**config.mk**
```make
export PLATFORM = sky130hd
export DESIGN_NAME = bist_lfsr_misr_engine_flat
export DESIGN_NICKNAME = d
export VERILOG_FILES = /design/src/rtl/bist_lfsr_misr_engine_if.sv /design/src/rtl/bist_lfsr_misr_engine.sv /design/src/flat_wrapper.sv
export SDC_FILE = /design/constraint.sdc
export NUM_CORES = 1
export LEC_CHECK = 0
export BUFFER_PORTS_ARGS = -buffer_cell sky130_fd_sc_hd__buf_2
export CAP_MARGIN = 0
export CORE_MARGIN = 2
export CORE_UTILIZATION = 42
export CTS_CLUSTER_SIZE = 10
export DETAILED_ROUTE_END_ITERATION = 12
export GPL_TIMING_DRIVEN = 0
export PLACE_DENSITY = 0.76
export SLEW_MARGIN = 20
export SYNTH_ARGS = -nofsm -noshare
export SYNTH_HDL_FRONTEND = slang
export SYNTH_SLANG_ARGS = --single-unit
```
**constraint.sdc**
```tcl
create_clock -name clk -period 1.7 [get_ports clk]
set_clock_uncertainty 0.05 [all_clocks]
set_input_delay 0.17 -clock clk [delete_from_list [all_inputs] [get_ports clk]]
set_output_delay 0.17 -clock clk [all_outputs]
set_load 0.05 [all_outputs]
```
**src/rtl/bist_lfsr_misr_engine_if.sv**
```systemverilog
// Interface between the BIST data-register chain, the CUT, and the LFSR/MISR engine.
// The master modport is the engine side.
interface bist_lfsr_misr_engine_if #(
  parameter int unsigned WIDTH = 8,
  parameter int unsigned CNT_W = 16
);
  logic             cfg_start;
  logic [WIDTH-1:0] cfg_seed;
  logic [CNT_W-1:0] cfg_count;
  logic [WIDTH-1:0] cfg_expected;
  logic [WIDTH-1:0] cut_pattern;
  logic             cut_valid;
  logic [WIDTH-1:0] cut_response;
  logic             busy;
  logic             done;
  logic             pass;
  logic             aborted;
  logic [WIDTH-1:0] signature;

  modport master (
    input  cfg_start, cfg_seed, cfg_count, cfg_expected, cut_response,
    output cut_pattern, cut_valid, busy, done, pass, aborted, signature
  );

  modport slave (
    output cfg_start, cfg_seed, cfg_count, cfg_expected, cut_response,
    input  cut_pattern, cut_valid, busy, done, pass, aborted, signature
  );
endinterface

```
**src/rtl/bist_lfsr_misr_engine.sv**
```systemverilog
// BIST execution engine: drives LFSR patterns into the CUT, compacts the responses in a MISR,
// and reports signature and pass/done/aborted status back to the data-register chain.
module bist_lfsr_misr_engine #(
  parameter int unsigned     WIDTH = 8,
  parameter int unsigned     CNT_W = 16,
  parameter logic [WIDTH-1:0] POLY = WIDTH'(8'hB8)
) (
  input logic                   clk,
  input logic                   reset,
  bist_lfsr_misr_engine_if.master bus
);

  typedef enum logic [2:0] {
    IDLE  = 3'd0,
    INIT  = 3'd1,
    RUN   = 3'd2,
    FLUSH = 3'd3,
    DONE  = 3'd4
  } state_t;

  state_t           state, state_d;
  logic [WIDTH-1:0] lfsr, lfsr_d;
  logic [WIDTH-1:0] misr, misr_d;
  logic [CNT_W-1:0] cnt, cnt_d;
  logic [WIDTH-1:0] exp_q, exp_d;
  logic             done, done_d;
  logic             pass, pass_d;
  logic             aborted, aborted_d;
  logic             cut_valid, cut_valid_d;
  logic             busy, busy_d;
  logic             start_d;
  logic             resp_en;

  logic             start_edge_c;
  logic [WIDTH-1:0] lfsr_next_c;
  logic [WIDTH-1:0] misr_upd_c;

  assign start_edge_c = bus.cfg_start & ~start_d;
  assign lfsr_next_c  = {lfsr[WIDTH-2:0], ^(lfsr & POLY)};
  // MISR only absorbs a response in the cycle after a live pattern
  assign misr_upd_c   = resp_en ? ({misr[WIDTH-2:0], ^(misr & POLY)} ^ bus.cut_response) : misr;

  // State and datapath registers
  always_ff @(posedge clk) begin
    if (reset) begin
      state     <= IDLE;
      lfsr      <= '0;
      misr      <= '0;
      cnt       <= '0;
      exp_q     <= '0;
      done      <= 1'b0;
      pass      <= 1'b0;
      aborted   <= 1'b0;
      cut_valid <= 1'b0;
      busy      <= 1'b0;
      start_d   <= 1'b0;
      resp_en   <= 1'b0;
    end else begin
      state     <= state_d;
      lfsr      <= lfsr_d;
      misr      <= misr_d;
      cnt       <= cnt_d;
      exp_q     <= exp_d;
      done      <= done_d;
      pass      <= pass_d;
      aborted   <= aborted_d;
      cut_valid <= cut_valid_d;
      busy      <= busy_d;
      start_d   <= bus.cfg_start;
      resp_en   <= cut_valid;
    end
  end

  // Next-state and next-register values; done/pass are set on entry to DONE
  always_comb begin
    state_d   = state;
    lfsr_d    = lfsr;
    misr_d    = misr;
    cnt_d     = cnt;
    exp_d     = exp_q;
    done_d    = done;
    pass_d    = pass;
    aborted_d = aborted;

    unique case (state)
      IDLE: begin
        if (start_edge_c) state_d = INIT;
      end
      INIT, RUN, FLUSH: begin
        if (!bus.cfg_start) begin
          state_d   = IDLE;
          aborted_d = 1'b1;
          done_d    = 1'b0;
          pass_d    = 1'b0;
        end else if (state == INIT) begin
          // an all-zero seed would lock the LFSR up
          lfsr_d    = (bus.cfg_seed == '0) ? WIDTH'(1) : bus.cfg_seed;
          misr_d    = '0;
          cnt_d     = bus.cfg_count;
          exp_d     = bus.cfg_expected;
          done_d    = 1'b0;
          pass_d    = 1'b0;
          aborted_d = 1'b0;
          if (bus.cfg_count != '0) begin
            state_d = RUN;
          end else begin
            state_d = DONE;
            done_d  = 1'b1;
            pass_d  = (bus.cfg_expected == '0);
          end
        end else if (state == RUN) begin
          lfsr_d = lfsr_next_c;
          misr_d = misr_upd_c;
          cnt_d  = cnt - CNT_W'(1);
          if (cnt == CNT_W'(1)) state_d = FLUSH;
        end else begin
          misr_d  = misr_upd_c;
          state_d = DONE;
          done_d  = 1'b1;
          pass_d  = (misr_upd_c == exp_q);
        end
      end
      DONE: begin
        state_d = IDLE;
      end
      default: begin
        state_d = IDLE;
      end
    endcase

    cut_valid_d = (state_d == RUN);
    busy_d      = (state_d == INIT) || (state_d == RUN) || (state_d == FLUSH);
  end

  assign bus.cut_pattern = lfsr;
  assign bus.cut_valid   = cut_valid;
  assign bus.busy        = busy;
  assign bus.done        = done;
  assign bus.pass        = pass;
  assign bus.aborted     = aborted;
  assign bus.signature   = misr;

endmodule

```
**src/flat_wrapper.sv**
```systemverilog
// flat-port wrapper written by rule: the top's interface ports become plain ports
module bist_lfsr_misr_engine_flat 
#(
  parameter int unsigned     WIDTH = 8,
  parameter int unsigned     CNT_W = 16,
  parameter logic [WIDTH-1:0] POLY = WIDTH'(8'hB8)
)
  (clk, reset, bus_cfg_start, bus_cfg_seed, bus_cfg_count, bus_cfg_expected, bus_cut_response, bus_cut_pattern, bus_cut_valid, bus_busy, bus_done, bus_pass, bus_aborted, bus_signature);
  bist_lfsr_misr_engine_if #(.WIDTH(WIDTH), .CNT_W(CNT_W)) bus_i ();
  input logic clk;
  input logic reset;
  input wire logic [$bits(bus_i.cfg_start)-1:0] bus_cfg_start;
  input wire logic [$bits(bus_i.cfg_seed)-1:0] bus_cfg_seed;
  input wire logic [$bits(bus_i.cfg_count)-1:0] bus_cfg_count;
  input wire logic [$bits(bus_i.cfg_expected)-1:0] bus_cfg_expected;
  input wire logic [$bits(bus_i.cut_response)-1:0] bus_cut_response;
  output wire logic [$bits(bus_i.cut_pattern)-1:0] bus_cut_pattern;
  output wire logic [$bits(bus_i.cut_valid)-1:0] bus_cut_valid;
  output wire logic [$bits(bus_i.busy)-1:0] bus_busy;
  output wire logic [$bits(bus_i.done)-1:0] bus_done;
  output wire logic [$bits(bus_i.pass)-1:0] bus_pass;
  output wire logic [$bits(bus_i.aborted)-1:0] bus_aborted;
  output wire logic [$bits(bus_i.signature)-1:0] bus_signature;
  assign bus_i.cfg_start = bus_cfg_start;
  assign bus_i.cfg_seed = bus_cfg_seed;
  assign bus_i.cfg_count = bus_cfg_count;
  assign bus_i.cfg_expected = bus_cfg_expected;
  assign bus_i.cut_response = bus_cut_response;
  assign bus_cut_pattern = bus_i.cut_pattern;
  assign bus_cut_valid = bus_i.cut_valid;
  assign bus_busy = bus_i.busy;
  assign bus_done = bus_i.done;
  assign bus_pass = bus_i.pass;
  assign bus_aborted = bus_i.aborted;
  assign bus_signature = bus_i.signature;
  bist_lfsr_misr_engine #(.WIDTH(WIDTH), .CNT_W(CNT_W), .POLY(POLY)) u_core (.clk(clk), .reset(reset), .bus(bus_i));
endmodule
```
* Yosys cells after proc, flatten, opt, wreduce, memory -nomap -nowiden
Index checks and enable logic that the tools add are counted.
Storage, ports and cells: bits in registers 50, memory bits (read-only) 0, input port bits 43, memory bits (writable) 0, memories 0, output and inout port bits 21, bits in latches 0
Operators by class: shift operators 0, reductions and logical operators 15, add/subtract/negate cells 1, order comparisons 0, $mul 0, div/mod/pow operators 0, bitwise gates (word level) 3, mux-type cells 24, equal/unequal tests 10
Operator list (number):
- $mux W8 | 5
- $mux W16 | 2
- $mux W3 | 6
- $eq A16 B1 Y1 const B | 1
- $logic_not A8 Y1 | 2
- $reduce_bool A16 Y1 | 1
- $reduce_xor A8 Y1 | 2
- $sub A16 B1 Y16 const B | 1
- $eq A3 B2 Y1 const B | 4
- $mux W1 | 10
- $eq A8 B8 Y1 | 1
- $xor A8 B8 Y8 | 1
- $eq A3 B1 Y1 const B | 2
- $pmux W3 S2 | 1
- $reduce_and A2 Y1 | 3
- $reduce_and A3 Y1 | 2
- $logic_not A3 Y1 | 1
- $ne A3 B2 Y1 const B | 1
- $reduce_or A3 Y1 | 1
- $logic_or A1 B1 Y1 | 2
- $ne A2 B1 Y1 const B | 1
- $reduce_bool A2 Y1 | 1
- $and A1 B1 Y1 | 1
- $not A1 Y1 | 1

* Longest topological paths before layout
Gate-level depths: netlist of run 1.
depth in word-level cells 9, mapped depth 8

* Worst setup path after synthesis of run 1
OpenSTA, ideal clock, no wires.
path type register -> register, from register u_core.misr[7], in the netlist u_core.bus.signature[7], to register u_core.pass, in the netlist u_core.bus.pass, data required time 1533 ps, period minus slack after synthesis 2000 ps, stages on the path, launching flop included 7, setup time 117 ps, arrival time 1833 ps, path slack -300 ps, path buffers 0, path through dfxtp_1 xnor3_1 xor2_1 nand3_1 o2111ai_1 o21ai_1 a32o_2
On the way: cells in the longest elaborated chain, start to end 7
RTL lines:
- start: declaration | RTL line bist_lfsr_misr_engine.sv:23 | logic [WIDTH-1:0] misr, misr_d;
- start signal: assignment | RTL line bist_lfsr_misr_engine.sv:61 | misr <= misr_d;
- $reduce_xor A8 Y1 | RTL line bist_lfsr_misr_engine.sv:41 | assign misr_upd_c = resp_en ? ({misr[WIDTH-2:0], ^(misr & POLY)} ^ bus.cut_response) : misr;
- $xor A8 B8 Y8 | RTL line bist_lfsr_misr_engine.sv:41
- $mux W8 * | RTL line bist_lfsr_misr_engine.sv:41
- $eq A8 B8 Y1 * | RTL line bist_lfsr_misr_engine.sv:120 | pass_d = (misr_upd_c == exp_q);
- $mux W1 * | RTL line bist_lfsr_misr_engine.sv:111 | end else if (state == RUN) begin
- $mux W1 * | RTL line bist_lfsr_misr_engine.sv:95 | end else if (state == INIT) begin
- $mux W1 * | RTL line bist_lfsr_misr_engine.sv:90 | if (!bus.cfg_start) begin
- end signal: assignment | RTL line bist_lfsr_misr_engine.sv:65 | pass <= pass_d;
- end: declaration | RTL line bist_lfsr_misr_engine.sv:27 | logic pass, pass_d;
Every way passes the cells marked *; elsewhere a longest branch is shown, timed or not. The select of a mux whose other input is x is not followed. A chain may end at the register's enable or synchronous reset.

* Worst setup path after layout of run 1
from register u_core.state[0], to register u_core.pass, in the netlist u_core.bus.pass
On the way: cells in the longest elaborated chain, start to end 3, elaborated cells on any way between the ends 8, those cells by class eq/ne (4); mux (2); reduce/logical (2)
RTL lines:
- start: declaration | RTL line bist_lfsr_misr_engine.sv:21 | state_t state, state_d;
- start signal: assignment | RTL line bist_lfsr_misr_engine.sv:59 | state <= state_d;
- $eq A3 B2 Y1, or another cell as far along | RTL line bist_lfsr_misr_engine.sv:85, bist_lfsr_misr_engine.sv:111
- $ne A3 B2 Y1 (no line), or another cell as far along
- $reduce_and A2 Y1 (no line) / $mux W1 (equally long branches)
Several ways; a longest one is shown, not always the timed one.

==> results of run 1 <==
==> logic make-up after synthesis <==
group,synth area share [%]
buffers and inverters,4.64
DFF,36.4
adders and majority gates,0.910
xor gates and xnor gates,7.83
and+or+nand+nor,27.0
AOI/OAI and AO/OA,23.2
==> power by group through the flow <==
stage	logic, mW	registers (mW)	clock network [mW]
4_1_cts	0.640	1.27	0.749
2_1_floorplan	0.388	1.34	0
6_report	0.746	1.28	0.737
3_5_place_dp	0.610	1.29	0
3_3_place_gp	0.598	1.29	0
5_1_grt	0.809	1.28	0.791
==> layout make-up <==
cell class,count,share of cell area [%]
buffer,19,3.22
sequential,50,29.2
multi-input combinational,267,49.4
clock inverter,1,0.141
inverter,10,1.20
timing repair buffer,75,11.7
tap,77,2.72
clock buffer,7,2.44
==> state kept, by name (all words and copies together) (netlist names) <==
| register | count |
|---|---|
| u_core.state | 3 |
| u_core.cnt | 16 |
| u_core.bus.cut_valid | 1 |
| u_core.bus.aborted | 1 |
| u_core.bus.busy | 1 |
| u_core.start_d | 1 |
| u_core.bus.cut_pattern | 8 |
| u_core.bus.pass | 1 |
| u_core.resp_en | 1 |
| u_core.bus.signature | 8 |
| u_core.bus.done | 1 |
| u_core.exp_q | 8 |
==> metrics by stage <==
step	TNS [ns]	std cells
floorplan	-0.00584	347
global placement	-3.01	486
detailed placement	-3.73	486
CTS	0	497
global route	-0.226	506
finish	0	506
==> cells in the final DEF (no fill, tap or decap), types with 3 or more instances in the layout <==
master,Yosys,layout
sky130_fd_sc_hd__buf_2,12,66
sky130_fd_sc_hd__nor2_1,44,44
sky130_fd_sc_hd__nand2_1,44,43
sky130_fd_sc_hd__dfxtp_1,50,35
sky130_fd_sc_hd__a21oi_1,28,28
sky130_fd_sc_hd__buf_4,0,14
sky130_fd_sc_hd__xor2_1,14,14
sky130_fd_sc_hd__o21ai_0,11,11
sky130_fd_sc_hd__o21ai_1,13,11
sky130_fd_sc_hd__a22oi_1,11,10
sky130_fd_sc_hd__dfxtp_2,0,10
sky130_fd_sc_hd__clkbuf_1,8,9
sky130_fd_sc_hd__inv_1,10,8
sky130_fd_sc_hd__xnor2_1,8,8
sky130_fd_sc_hd__nor4_1,9,8
sky130_fd_sc_hd__a311oi_1,7,7
sky130_fd_sc_hd__nor3_1,8,6
sky130_fd_sc_hd__a211oi_2,4,6
sky130_fd_sc_hd__nor2b_1,7,6
sky130_fd_sc_hd__clkbuf_8,0,6
sky130_fd_sc_hd__nand3_1,6,5
sky130_fd_sc_hd__buf_6,0,5
sky130_fd_sc_hd__nand4_1,5,5
sky130_fd_sc_hd__dfxtp_4,0,5
sky130_fd_sc_hd__nor4_4,2,4
sky130_fd_sc_hd__nor2b_4,0,3
sky130_fd_sc_hd__a211oi_1,5,3
sky130_fd_sc_hd__a31oi_1,3,3
==> worst max path at each step <==
stage | startpoint | to | slack, ns | cells after the start
3_5_place_dp | u_core.cnt[0] | u_core.cnt[14] | -0.22 | 8
4_1_cts | u_core.bus.signature[7] | u_core.bus.pass | 0.0008 | 6
5_1_grt | u_core.cnt[5] | u_core.cnt[10] | -0.07 | 7
2_1_floorplan | u_core.bus.signature[7] | u_core.bus.pass | -0.006 | 6
3_3_place_gp | u_core.cnt[0] | u_core.cnt[14] | -0.17 | 8
6_report | u_core.state[0] | u_core.bus.pass | 0.006 | 8
==> layer usage <==
metal  vias to the layer above  GRT usage [%]  share of wire (%)
li1                       1400              -                  -
met1                      1396           27.1                 41
met2                       140           36.9                 47
met3                        29           4.77                8.0
met4                         0           10.7                3.3
met5                         -              0                  0
==> critical path, stage by stage, from the launching register on <==
cell and delay [ns]:
sky130_fd_sc_hd__dfxtp_2 0.36, sky130_fd_sc_hd__buf_6 0.12, sky130_fd_sc_hd__nor3b_4 0.34, sky130_fd_sc_hd__buf_6 0.17
sky130_fd_sc_hd__buf_4 0.11, sky130_fd_sc_hd__a31oi_1 0.03, sky130_fd_sc_hd__o2111ai_1 0.11, sky130_fd_sc_hd__o21ai_1 0.09
sky130_fd_sc_hd__a32o_2 0.21
==> repair_timing <==
item | CTS | global route
pin swaps | 0 | 11
endpoints found under the setup margin | 32 | 35
resized for setup | 12 | 42
buffers inserted | 4 | 9
==> summary.md, run 1 <==
The layout has 574 filler cells. The total internal power was 1.86 mW; the final routed wire length divided by cell count was 16.2 microns. Among all flip-flop cells after synthesis, the most frequent one is sky130_fd_sc_hd__dfxtp_1.

Data arrives at the worst endpoint at 1.85 ns. Once detail routing completed, the nets flagged for antenna violations numbered 0. The Yosys step of the flow raised 0 warnings.

For the total length of routed wires, the log shows 8.21 mm. The path class of the tightest hold or removal check is input port to flip-flop. The area of combinational cells with multiple inputs was 1750 sq um. Counting instances in the post-synthesis netlist gives the leading cell types as sky130_fd_sc_hd__dfxtp_1, sky130_fd_sc_hd__nand2_1, sky130_fd_sc_hd__nor2_1. The hold path depth was 3; the vias per cell was 5.86. The endpoint identified for the worst register-to-register timing path is u_core.bus.pass.

Setup slack closes at 0.00631 ns. The worst hold path terminates at u_core.exp_q[4]. The first-pass iteration count of the detailed router is 5, and the maximum buffer depth of the clock tree is 2.

Sequential elements use 36.4% of the synthesized area. Among all cell types in the netlist, the one instantiated most often is sky130_fd_sc_hd__dfxtp_1. The relative slew slack is 57.8%.

STA classifies the critical path startpoint as a flip-flop. Of the cells placed in the final design, the portion with a size suffix greater than 1 is 32.6%. Detailed placement ended at an HPWL of 5.63 mm. The tools report the overall power of the completed layout as 2.76 mW. The logs give 7210 sq um for the die area and 0.0531 ns for the tightest hold margin. By area the synthesized netlist is led by sky130_fd_sc_hd__dfxtp_1, sky130_fd_sc_hd__nand2_1, sky130_fd_sc_hd__nor2_1. The first global-routing pass estimated 12.9 mm of wire. Setup violations remaining at the end of the flow were counted as 0.

Of all nets on the critical path, the largest fanout is 5. The final critical-path required period was 1.69 ns. In this run the static leakage power is 1.41 nW. The run gives 2833 as the number of global-route vias before repair.

The worst slack after detailed placement was -0.218 ns; the total DRC errors in the routed layout was 0. The synthesized area per cell came out at 7.93 sq um. Counting every instance in the synthesized netlist gives 347. The worst setup path is captured at a flip-flop. At the end of routability-driven placement, the weighted congestion stood at 0.916. The tools report the combinational share of power as 27.0%. Cells fill 55.8% of the core in the end.

In this run the standard cell core region covers 6350 sq um. The launch point of the worst reg-to-reg path was u_core.state[0]. The initial antenna violation count came out at 0. For this run, asynchronously set or reset flops after synthesis account for 0%. The share of total power dissipated in sequential elements is 46.2%.

The transition time at the pin with the least slew margin was 0.633 ns. The number of hold-slack violations in the final timing report is 0. The violation count after the first detailed-routing iteration was 167; the synthesis-to-finish area growth was 28.8%. Summed over its instances, the top area cell type makes up 36.4% of the synthesized netlist area. Summing all flip-flop and latch instances after layout gives 1030 sq um. The maximum VDD drop was 0.488 mV. The number of antenna diodes in the final layout is 0. The initial core utilization is 43.3%. Max-cap violations in this run came to 0. The final cycle utilization of the critical path is 99.6%, and the post-synth design cell area is 2750 sq um.

Number of vias in the routed layout: 2965. For flop-to-flop paths, the worst setup slack is 0.006 ns. The number of buffers added to fix hold violations after cts is 0. The register bit total from synthesis came out at 50. TritonCTS built the clock tree. The post-place instance area is 3180 sq um, and the highest attainable clock frequency is 590 MHz. The run finished with clean final reports. Counting distinct cell types in the post-synthesis netlist gives 52.

Yosys mapped a number of flops with a built-in enable equal to 0. From bottom edge to top edge, the die measures 84.9 microns. Entering global routing, the biggest net connects 15 pins.

For the worst flop-to-flop path, the logic depth is 8. With fillers left out, the area of the finished cells amounts to 3540 sq um. CTS saw 50 sinks. At the worst endpoint, the required time is 1.86 ns. The total grt overflow is 0.

The logs give 392 for the net count of the mapped netlist and 64 for the boundary pin count. The switching part of the total is 32.6%, and the final count of pins violating max slew is 0. Leading area contributor after synthesis: sky130_fd_sc_hd__dfxtp_1.

The total power per unit cell area works out to 779 nW/um^2. In the final design database the tool counted 473 nets. The H-tree generated during clock tree synthesis spans 2 levels.

The floorplan has 29 rows. Summed over all nets, the switching power comes to 0.899 mW. The run gives 0.31 ns as the clock latency reported for the late side of the worst-skew pair. In this run the horizontal extent of the chip is 84.9 microns. The total global routing track utilization came out at 22.1%. In this run the clock root is driven by a sky130_fd_sc_hd__clkbuf_8. The worst hold path begins at bus_cfg_expected[4].

Clock-pin slew was measured on the worst setup and hold paths at 0.09 ns. Buffers placed on the I/O ports in this run total 62. Per report_power, the clock group accounts for 26.7% of the total. Counting the buffers created by CTS gives 5. The critical path in this run is classified as flip-flop to flip-flop. Setup repair after global routing could not meet its margin everywhere.
Power figures use the tool's default switching activity.
==> inputs of run 2 (changes only) <==
--- a/config.mk
+++ b/config.mk
@@ -12,7 +12,7 @@
 export CTS_CLUSTER_SIZE = 10
 export DETAILED_ROUTE_END_ITERATION = 12
 export GPL_TIMING_DRIVEN = 0
-export PLACE_DENSITY = 0.76
+export PLACE_DENSITY = 0.74
 export SLEW_MARGIN = 20
 export SYNTH_ARGS = -nofsm -noshare
 export SYNTH_HDL_FRONTEND = slang
==> constraint.sdc (replaced) <==
create_clock -name clk -period 1.6 [get_ports clk]
set_clock_uncertainty 0.05 [all_clocks]
set_input_delay 0.16 -clock clk [delete_from_list [all_inputs] [get_ports clk]]
set_output_delay 0.16 -clock clk [all_outputs]
set_load 0.05 [all_outputs]
==> summary.md, run 2 (synthesis gave the netlist of run 1 again) <==
Entering global routing, the biggest net connects 18 pins. The type of the worst setup path was flip-flop to flip-flop. Total DRC errors in the routed layout: 0.

TritonCTS built the clock tree. The run gives 43.3% as the initial core utilization. The worst hold-check path type is input port to flip-flop.

The path with the worst hold slack has its endpoint at u_core.exp_q[7]. The run finished, with violations left. The fraction of layout instances using a drive strength above 1 is 38.4%, and the static leakage is 1.51 nW. The worst setup path is captured at a flip-flop. The floorplan has 29 rows. The tools report the number of hold-slack violations in the final timing report as 0.

The relative slew slack is 61.5%. In this run the deepest clock path goes through 2 buffers. From synthesis to final layout, the design area changed by 36.9%. The detail route stage leaves a number of antenna-violating nets equal to 0. The logs give 22.8% for the total global routing track utilization and 0 for the initial antenna violation count. For this design the ratio of total power to cell area is 864 nW/um^2. The fill cell total of the finished layout is 541, and the worst reg-to-reg path cell count is 6. End of the worst register-to-register path: u_core.bus.pass. Timing would allow up to 595 MHz. At the pin with the least slew margin, the transition time is 0.578 ns. After the first detailed-routing iteration, the DRC count stood at 235. In this run, CTS created clock tree buffers numbering 5. CTS placed an instance of sky130_fd_sc_hd__clkbuf_8 at the clock tree root.

Setup total negative slack on the finished layout was measured at -0.370 ns. Clock-pin slew was measured on the worst setup and hold paths at 0.11 ns. The total of max-cap violations was 0; the worst path arrival time was 1.86 ns.

0 antenna diodes ended up in the layout. In the final layout, flip-flops and latches occupy 1030 sq um. The global-route wire length before repair came out at 13.3 mm. Setup repair after global routing could not meet its margin everywhere.

The tools report the worst slack after detailed placement as -0.285 ns. The final reports fail on negative setup slack. The final routed wire length divided by cell count came out at 17.0 microns. The run gives -0.0807 ns as the worst setup margin. The H-tree was split into 2 levels.

The library cell used most frequently in the layout, excluding fill and tap cells, is sky130_fd_sc_hd__buf_2. Setup-violating endpoint count in the final report: 11. The worst path uses 105% of the clock period. The post-place instance area was 3180 sq um. The total grt overflow was 0. In this run the register-to-register setup slack is -0.08 ns. Number of buffers added to fix hold violations after cts: 0. The die is 84.9 microns wide. The vias per cell is 5.94. In this run the critical register-to-register path is launched from u_core.bus.signature[4]. The region available for standard cell placement spans 6350 sq um. For the first-pass iteration count of the detailed router, the log shows 5. The clock drives 50 sinks. The logs give 0 for the final count of pins violating max slew and 0.32 ns for the clock latency reported for the late side of the worst-skew pair.

The tools report the boundary pin count as 64. The worst path needs 1.68 ns of the cycle, external delays included. For the number of global-route vias before repair, the log shows 2885.

The die is 84.9 microns tall. The flip-flop count of the largest register, all copies and words added was 16; the number of buffers added on ports was 62. Total power for the finished layout comes to 3.25 mW. The worst hold path passes through 3 cells. IR analysis of the VDD net gives a maximum drop of 0.632 mV. The final net count came out at 484. Worst hold path startpoint: bus_cfg_expected[7]. The critical-path maximum fanout was 2; the number of vias in the routed layout was 3073. STA classifies the critical path startpoint as a flip-flop.

The run gives 7210 sq um as the die area. The total length of routed wires was 8.80 mm. The global placement routability congestion was 0.913. The most flop-heavy register is u_core.cnt. For the area of all placed cells without fillers, the log shows 3760 sq um. The final HPWL from detailed placement was 5.69 mm. At the worst endpoint, the required time is 1.78 ns. In the layout the commonest cells are sky130_fd_sc_hd__buf_2, sky130_fd_sc_hd__nor2_1, sky130_fd_sc_hd__nand2_1, sky130_fd_sc_hd__dfxtp_1, sky130_fd_sc_hd__a21oi_1. The area of combinational cells with multiple inputs is 1820 sq um.
-- run 2: cell count changes in the layout (fill, tap and decap cells not counted), moves of 3 or more --
cell,change
sky130_fd_sc_hd__a21oi_2,+3
sky130_fd_sc_hd__buf_4,+5
sky130_fd_sc_hd__o21ai_0,-4
sky130_fd_sc_hd__a21oi_1,-3
sky130_fd_sc_hd__buf_6,+9
sky130_fd_sc_hd__o21ai_1,+3
sky130_fd_sc_hd__clkbuf_1,-4
sky130_fd_sc_hd__buf_2,-3
sky130_fd_sc_hd__nand3_2,+3
-- run 2: how the worst max path moves through the flow --
| stage | from | end | slack, ns | cells past startpoint |
|---|---|---|---|---|
| 2_1_floorplan | u_core.bus.signature[7] | u_core.bus.pass | -0.11 | 6 |
| 3_3_place_gp | u_core.state[0] | u_core.exp_q[2] | -0.25 | 6 |
| 3_5_place_dp | u_core.state[0] | u_core.exp_q[4] | -0.28 | 6 |
| 4_1_cts | u_core.bus.signature[4] | u_core.bus.pass | -0.09 | 6 |
| 5_1_grt | u_core.bus.signature[4] | u_core.bus.pass | -0.12 | 6 |
| 6_report | u_core.bus.signature[4] | u_core.bus.pass | -0.08 | 6 |
-- run 2: cell type report --
type,instances,share of cell area [%]
Timing Repair Buffer,86,13.7
Buffer,19,3.79
Tap cell,77,2.56
Multi-Input combinational cell,267,48.3
Inverter,10,1.06
Clock inverter,3,1.30
Sequential cell,50,27.4
Clock buffer,5,1.83
-- run 2: critical path, cell delays in order, from the launching register on --
cell                        delay, ns
sky130_fd_sc_hd__dfxtp_4         0.36
sky130_fd_sc_hd__xnor3_1         0.42
sky130_fd_sc_hd__xor2_1          0.22
sky130_fd_sc_hd__nand3_1         0.12
sky130_fd_sc_hd__o2111ai_2       0.10
sky130_fd_sc_hd__o21ai_1         0.10
sky130_fd_sc_hd__a32o_2          0.22
-- run 2: through the flow --
stage,hold slack [ns],cells,util [%]
after floorplan,0.238,347,-
after global placement,0.366,486,50.1
after detailed placement,0.375,486,50.1
after CTS,0.0313,510,55.3
after global routing,0.0560,517,59.3
final,0.0372,517,59.3
-- run 2: timing repair --
action                                  CTS  global route
gates cloned                              0             0
gates resized for setup                  34            52
endpoints found under the setup margin   42            42
buffers inserted                         16             9
pin swaps                                 9            29
-- run 2: power breakdown --
part	switching, mW	internal [mW]
Sequential	0.0665	1.29
Clock	0.484	0.477
Combinational	0.512	0.424
Total	1.06	2.19
-- run 2: per-layer routing --
metal	global-route usage, %	routed length, microns
met1	28.0	3610
met2	39.3	4300
met3	3.99	596
met4	9.67	288
met5	0	0
==> inputs of run 3 (changes only) <==
--- a/config.mk
+++ b/config.mk
@@ -12,7 +12,7 @@
 export CTS_CLUSTER_SIZE = 10
 export DETAILED_ROUTE_END_ITERATION = 12
 export GPL_TIMING_DRIVEN = 0
-export PLACE_DENSITY = 0.74
+export PLACE_DENSITY = 0.77
 export SLEW_MARGIN = 20
 export SYNTH_ARGS = -nofsm -noshare
 export SYNTH_HDL_FRONTEND = slang
==> summary.md, run 3 (synthesis gave the netlist of run 1 again) <==
The tightest min-delay check is of the input port to flip-flop type. The final critical-path required period is 1.73 ns, and the final routed wire length divided by cell count is 17.5 microns. In this run the count of I/O pins placed on the die edge is 64. The root buffer selected by CTS is sky130_fd_sc_hd__clkbuf_8. The last element of the critical path was u_core.bus.pass.

The run gives 3118 as the number of vias in the routed layout. TritonCTS built the clock tree. Leaving out fill and tap cells, the most frequent cells in the layout are sky130_fd_sc_hd__buf_2, sky130_fd_sc_hd__nand2_1, sky130_fd_sc_hd__nor2_1, sky130_fd_sc_hd__dfxtp_1. The tools report the filler-free cell count of the finished design as 524. The maximum buffer depth of the clock tree was 2; the clock latency reported for the late side of the worst-skew pair was 0.30 ns.

Cells fill 60.9% of the core in the end. Setup repair after global routing could not meet its margin everywhere. The floorplan step set the die width to 84.9 microns.

Overall power of the completed layout: 3.12 mW. After detailed routing, the number of vias per cell comes to 5.95. The H-tree depth is 2, and the final net count is 491. The worst setup path is launched from a flip-flop. The flow ran to the end, but the final reports show violations. The final cycle utilization of the critical path is 108%, and the tightest hold margin is 0.0472 ns. The tools report the site row count as 29.

The static leakage was 1.54 nW. The fraction of layout instances using a drive strength above 1 was 41.4%. The repair_antennas step left the layout with diodes totalling 0. The source of the critical timing path was u_core.bus.signature[7]. The total length of routed wires was 9.15 mm; the first-pass iteration count of the detailed router was 5. VDD sags by at most 0.438 mV. Measured against its own limit, the worst slew margin works out to 52.7%.

Max-cap violations in this run came to 0. After global routing the overflow that remains totals 0. STA puts the critical path data required time at 1.76 ns. The run gives -0.125 ns as the worst setup margin. Summing all non-filler instances in the final layout gives an area of 3870 sq um. Leaving out fill and tap cells, the most frequent cell in the layout is sky130_fd_sc_hd__buf_2.

The total power per unit cell area is 805 nW/um^2, and the highest attainable clock frequency is 580 MHz. The number of global-route vias before repair is 2896, and the initial antenna violation count is 0. The nature of the critical path endpoint is a flip-flop.

The final reports fail on negative setup slack. From bottom edge to top edge, the die measures 84.9 microns. The number of hold-slack violations in the final timing report was 0; the global placement routability congestion was 0.918.

The worst setup path is of the flip-flop to flip-flop kind. From synthesis to final layout, the design area changed by 40.7%. Once detail routing completed, the nets flagged for antenna violations numbered 0. The tools report the end of the worst register-to-register path as u_core.bus.pass. The register with the most flip-flops in the layout has 16 of them. Setup slack on the worst reg-to-reg path comes out at -0.13 ns.

The critical-path maximum fanout was 4. Setup violations remaining at the end of the flow were counted as 8. The tools report the global-route wire length before repair as 13.6 mm. The tools report the final count of pins violating max slew as 0. The clock net in this run drives a total of 50 sinks. The clock-pin slew reported for the worst setup and hold paths after clock tree synthesis works out to 0.10 ns. The worst register-to-register path begins at u_core.bus.signature[7]. The clock buffer count from CTS was 5.

The worst register-to-register path has a depth of 6. Counting tap cells, the placed design contains a total of 486 instances. For this run, design rule violations remaining after detail routing come to 0. The first routing iteration left 270 violations. The number of buffers added on ports works out to 62.

The tools report the total global routing track utilization as 23.4%. The transition time at the pin with the least slew margin was 0.709 ns; the worst path arrival time was 1.89 ns. The core area is 6350 sq um.

Ranked by flip-flop count, first place goes to u_core.cnt. The tools report the die area as 7210 sq um. The logs give 5.72 mm for the final HPWL from detailed placement and 3180 sq um for the post-place instance area. The initial core utilization came out at 43.3%. Entering global routing, the biggest net connects 16 pins.
==> run 3: power breakdown <==
group / internal, mW / switching (mW)
Combinational: 0.467 / 0.551
Clock: 0.301 / 0.441
Sequential: 1.28 / 0.0733
Total: 2.05 / 1.07
==> run 3: final cells by class <==
type,count,area (sq um)
fill,542,2480
multi-input combinational,267,1890
sequential,50,1040
timing repair buffer,92,558
buffer,20,158
tap,77,96.3
clock buffer,5,68.8
inverter,10,40.0
clock inverter,3,16.3
==> run 3: layer usage <==
| layer | routed length [microns] | GRT usage (%) | share of wire (%) |
|---|---|---|---|
| met1 | 3680 | 29.2 | 40 |
| met2 | 4480 | 39.5 | 49 |
| met3 | 653 | 4.18 | 7.1 |
| met4 | 337 | 10.4 | 3.7 |
| met5 | 0 | 0 | 0 |
==> run 3: what timing repair did <==
action	CTS	global route
hold buffers	0	0
gates resized for setup	40	67
endpoints found under the setup margin	36	42
pin swaps	10	33
setup buffers	14	19
gates cloned	0	0
==> run 3: per-stage QoR <==
| stage | worst slack, ns | setup TNS [ns] |
|---|---|---|
| 4_1_cts | -0.0949 | -0.168 |
| 3_3_place_gp | -0.250 | -5.59 |
| 2_1_floorplan | -0.106 | -0.123 |
| 6_report | -0.125 | -0.561 |
| 3_5_place_dp | -0.297 | -7.11 |
| 5_1_grt | -0.217 | -1.69 |
==> run 3: worst min-delay path by stage <==
stage | from | endpoint | slack (ns) | cells past startpoint
floorplan | bus_cfg_start | u_core.start_d | 0.24 | 1
global placement | bus_cfg_expected[4] | u_core.exp_q[4] | 0.37 | 3
detailed placement | bus_cfg_expected[4] | u_core.exp_q[4] | 0.38 | 3
CTS | bus_cfg_expected[4] | u_core.exp_q[4] | 0.04 | 3
global route | bus_cfg_expected[0] | u_core.exp_q[0] | 0.04 | 3
finish | bus_cfg_expected[4] | u_core.exp_q[4] | 0.05 | 3
==> run 3: critical path, stage by stage (launching register included) <==
cell and delay, ns:
sky130_fd_sc_hd__dfxtp_4 0.37, sky130_fd_sc_hd__xnor3_1 0.42, sky130_fd_sc_hd__xor2_1 0.23, sky130_fd_sc_hd__nand3_1 0.13, sky130_fd_sc_hd__o2111ai_2 0.11, sky130_fd_sc_hd__o21ai_1 0.10
sky130_fd_sc_hd__a32o_2 0.22
